[config.mk]
export PLATFORM = sky130hd
export DESIGN_NAME = apb_reg_slave
export DESIGN_NICKNAME = d
export VERILOG_FILES = /design/src/rtl/apb_reg_slave.sv
export SDC_FILE = /design/constraint.sdc
export NUM_CORES = 2
export LEC_CHECK = 0
export ABC_AREA = 1
export ABC_CLOCK_PERIOD_IN_PS = 102200
export CAP_MARGIN = 20
export CELL_PAD_IN_SITES_DETAIL_PLACEMENT = 1
export CELL_PAD_IN_SITES_GLOBAL_PLACEMENT = 1
export CORE_UTILIZATION = 47
export DETAILED_ROUTE_END_ITERATION = 8
export MAX_ROUTING_LAYER = met4
export PLACE_DENSITY = 0.9
export SETUP_SLACK_MARGIN = 0.15
export SKIP_LAST_GASP = 1
export SYNTH_ARGS = -nofsm -noshare
export SYNTH_HDL_FRONTEND = slang
export SYNTH_SLANG_ARGS = --single-unit
[constraint.sdc]
create_clock -name pclk -period 102.2 [get_ports pclk]
set_input_delay 20.44 -clock pclk [delete_from_list [all_inputs] [get_ports pclk]]
set_output_delay 20.44 -clock pclk [all_outputs]
set_load 0.01 [all_outputs]
[src/rtl/apb_reg_slave.sv]
// APB3 completer exposing DEPTH word-indexed DATA_WIDTH-bit read/write registers.
// Define APB_WAIT_STATE_EN to insert exactly one wait state into every transfer.
module apb_reg_slave #(
    parameter int unsigned ADDR_WIDTH = 8,
    parameter int unsigned DATA_WIDTH = 32,
    parameter int unsigned DEPTH      = 64
) (
    input  logic                  pclk,
    input  logic                  rst,
    input  logic                  psel,
    input  logic                  penable,
    input  logic                  pwrite,
    input  logic [ADDR_WIDTH-1:0] paddr,
    input  logic [DATA_WIDTH-1:0] pwdata,
    output logic [DATA_WIDTH-1:0] prdata,
    output logic                  pready,
    output logic                  pslverr
);

    localparam int unsigned IdxW = (DEPTH > 1) ? $clog2(DEPTH) : 1;

`ifdef APB_WAIT_STATE_EN
    localparam bit WaitEn = 1'b1;
`else
    localparam bit WaitEn = 1'b0;
`endif

    // state_q records the bus phase of the cycle that just ended
    typedef enum logic [1:0] {
        StIdle,
        StSetup,
        StAccess,
        StWait
    } state_e;

    state_e                state_q;
    logic [DATA_WIDTH-1:0] mem_q [DEPTH];
    logic [DATA_WIDTH-1:0] prdata_q;
    logic                  in_range;
    logic                  setup_phase;
    logic                  access_ok;
    logic [IdxW-1:0]       idx;

    assign in_range    = 64'(paddr) < 64'(DEPTH);
    assign idx         = paddr[IdxW-1:0];
    assign setup_phase = psel && !penable;

    // Completion needs a SETUP (and, with wait states, the WAIT cycle) right before it;
    // a bare penable with no preceding SETUP never completes.
    always_comb begin
        if (WaitEn) begin
            access_ok = psel && penable && (state_q == StWait);
        end else begin
            access_ok = psel && penable && (state_q == StSetup);
        end
    end

    assign pready  = access_ok && !rst;
    assign pslverr = pready && !in_range;
    assign prdata  = prdata_q;

    always_ff @(posedge pclk or posedge rst) begin
        if (rst) begin
            state_q  <= StIdle;
            prdata_q <= '0;
            for (int i = 0; i < int'(DEPTH); i++) begin
                mem_q[i] <= '0;
            end
        end else begin
            if (!psel) begin
                state_q <= StIdle;
            end else if (!penable) begin
                state_q <= StSetup;
            end else begin
                unique case (state_q)
                    StSetup: state_q <= WaitEn ? StWait : StAccess;
                    StWait:  state_q <= StAccess;
                    default: state_q <= StIdle;
                endcase
            end

            // Read data is loaded entering ACCESS so it is stable when pready rises.
            if (setup_phase && !pwrite) begin
                prdata_q <= in_range ? mem_q[idx] : '0;
            end

            if (access_ok && pwrite && in_range) begin
                mem_q[idx] <= pwdata;
            end
        end
    end

endmodule

==> metrics.cfg <==
[critical_path]
path_buf_inv=3
arrival_ns=22.03
crit_required_ns=81.76
path_class=in -> out
slowest_delay_ns=0.57
cp_slowest_cell=clkdlybuf4s50_1
cp_common_cell=clkdlybuf4s50_1
cp_max_fo=3
path_delay_family=buffers and inverters
path_cells=clkdlybuf4s50_1 > inv_1 > nor2_2 > nand2_1 > nor3_1 > clkdlybuf4s50_1
crit_path_start_kind=input pin
end_kind=primary output

[power_and_ir_drop]
finalPower_mw=1.78
p_per_area_nw_per_um2=16.3
intPower_mw=1.33
pwr-share-clk_pct=46.5
p_switching_uw=443
switching_share_pct=24.9
p_comb_share_pct=6.8
p_leak_nw=53.2
ir_worst_vdd_uv=20.0
p_seq_share_pct=46.8

[final_layout]
fill_cells=25900
area_growth_syn_to_layout_pct=9.93
nNetsFinal=12900
layout-drive-gt1-share_pct=5.96

[place]
post-place-ws_ns=59.72
gp_congestion=0.841
port_buffers=78
hpwlAfterDp_um=192000

[cts]
cts_inserted_buffers=218
clkTransAtPathRegs_ns=0.06
cts_sinks=2082
cts_setup_buffers=0
cts_root_buffer=clkbuf_16
cts_tree=done
hold_buffers=0
clk_latency_ns=0.88
cts_resized=0
cts-htree-levels=4
clockBufferDepth=3

[synthesis]
seq_area_frac_synth_pct=52.6
synth.top_cell.area_share_pct=52.6
synth_seq_cells=2082
synthDistinctLibCells=19
synthCells=13300
synth_commonest_cells=nand2_1 (4708), dfrtp_1 (2082), o21ai_0 (2072)
syn_avg_cell_area_um2=7.45
yosysTopAreaCell=dfrtp_1
ys_async_sr_fraction_pct=100
synth_ff_type=dfrtp_1
ys_warn_count=0
syn_nets=13300
synth-edff-count=0
yosysMostFrequentCell=nand2_1
synth_area_um2=99100
synthTopCellsByArea=dfrtp_1 (53%), nand2_1 (18%), o21ai_0 (10%)

[job]
max_cap_violations=0

[die]
coreArea_um2=210000
io_pins=79
die_area_um2=213000
die_h_um=461
num_rows=168
initial_core_util_pct=47.3
die_x_um=461

[grt]
track_usage_pct=34.3
grt_pass1_vias=98500
grt_start_max_net_pins=203
grt_pass1_wl_um=555000
grt.overflow.total=0
antenna_found_initial=14

[sta]
fin_skew_ns=0.0271
rsz0062_at_grt=no
setup_violations=0
worstMarginPinSlew_ns=1.46
maxSlewHeadroom_pct=2.43
layout_setup_ws_ns=59.73
fin_crit_sh_pct=41.6
fin_setup_tns_ns=0
max_freq_mhz=23.5
finalCriticalPeriod_ns=42.47
maxSlewViolCount=0
finalHoldViolCount=0

[status]
status=finished with violations
failed_checks=DRC

[worst_hold_path]
min_path_type=reg -> reg

[routing]
ant_nets=0
wl_per_cell_um=22.2
drc=2
wl_um=351000
avgViaCountPerCell=5.69
vias=90000
drt_iter0_markers=8962
first_pass_iters=9

registers in the layout (all words and copies together), names as in the netlist:
signal	flops
mem_q	2048
state_q	2
prdata	32
routing by layer:
metal,GRT usage (%),routed length (um)
met3,4.60,23700
met4,17.3,18300
met5,-,0
met1,41.1,139000
met2,56.8,170000
area by class of cell:
cell class	count	area, um^2	area share (%)
diodes	18	45.0	0.0414
clock buffers	341	6690	6.14
clock inverters	55	676	0.620
inverters	1902	7160	6.58
multi-input cells	8358	36300	33.3
flip-flops and latches	2082	52100	47.8
well taps	2805	3510	3.22
repair buffers	256	2400	2.20
metrics by stage:
| stage | instance area, um^2 | cells | hold slack (ns) | utilization [%] |
|---|---|---|---|---|
| 2_1_floorplan | 99100 | 13300 | 0.445 | - |
| 3_3_place_gp | 101000 | 15400 | 0.458 | 48.3 |
| 3_5_place_dp | 101000 | 15400 | 0.466 | 48.3 |
| 4_1_cts | 109000 | 15800 | 0.481 | 51.8 |
| 5_1_grt | 109000 | 15800 | 0.500 | 52.0 |
| 6_report | 109000 | 15800 | 0.480 | 52.0 |
logic make-up (layout without fill, tap and decap cells):
group           count (synthesis)  count (layout)  synth area share (%)
simple gates                 6022            6022                  24.7
other cells                     0              18                     0
flops                        2082            2082                  52.6
buf+inv                      2850            2554                  10.8
compound gates               2336            2336                  11.9
power by group through the flow:
stage / combinational [mW] / sequential [mW] / clock [mW]
6_report: 0.121 / 0.831 / 0.826
5_1_grt: 0.130 / 0.831 / 0.865
4_1_cts: 0.118 / 0.831 / 0.832
3_5_place_dp: 0.116 / 0.846 / 0
3_3_place_gp: 0.111 / 0.846 / 0
2_1_floorplan: 0.0708 / 0.849 / 0
cells in the final DEF (no fill, tap or decap), types with 4 or more instances in the layout:
cell type / synthesis / final
inv_1: 1865 / 1864
o211ai_1: 32 / 32
nand2_2: 64 / 62
inv_2: 5 / 35
buf_16: 0 / 4
buf_4: 0 / 156
clkbuf_8: 0 / 64
o21ai_1: 232 / 232
clkbuf_1: 895 / 53
dfrtp_1: 2082 / 2082
nor2_1: 142 / 139
clkbuf_16: 0 / 224
nor4_4: 8 / 8
buf_12: 0 / 15
clkdlybuf4s50_1: 0 / 77
o21ai_0: 2072 / 2072
diode_2: 0 / 18
bufinv_16: 0 / 13
clkinv_2: 0 / 29
nand2_1: 4708 / 4707
nand3_1: 960 / 960
nor3_2: 0 / 9
or2_2: 128 / 128
inv_6: 0 / 4
worst min-delay path, cell delays in order (launching register included):
cell     delay, ns
dfrtp_1       0.34
nand2_1       0.05
o21ai_0       0.06
path summary, 6_finish.rpt:
check	startpoint	to	slack, ns	depth (start not counted)
setup / recovery	psel	pslverr	59.73	6
hold / removal	mem_q[1273]$_DFFE_PP0P_	mem_q[1273]$_DFFE_PP0P_	0.48	2
setup reg to reg	state_q[0]$_DFF_PP0_	mem_q[847]$_DFFE_PP0P_	98.70	7
hold reg to reg	mem_q[1273]$_DFFE_PP0P_	mem_q[1273]$_DFFE_PP0P_	0.48	2
max in group asynchronous	rst	mem_q[1795]$_DFFE_PP0P_	77.42	7
min in group asynchronous	rst	mem_q[318]$_DFFE_PP0P_	20.17	2
No activity file was read; power rests on OpenSTA's default activity.
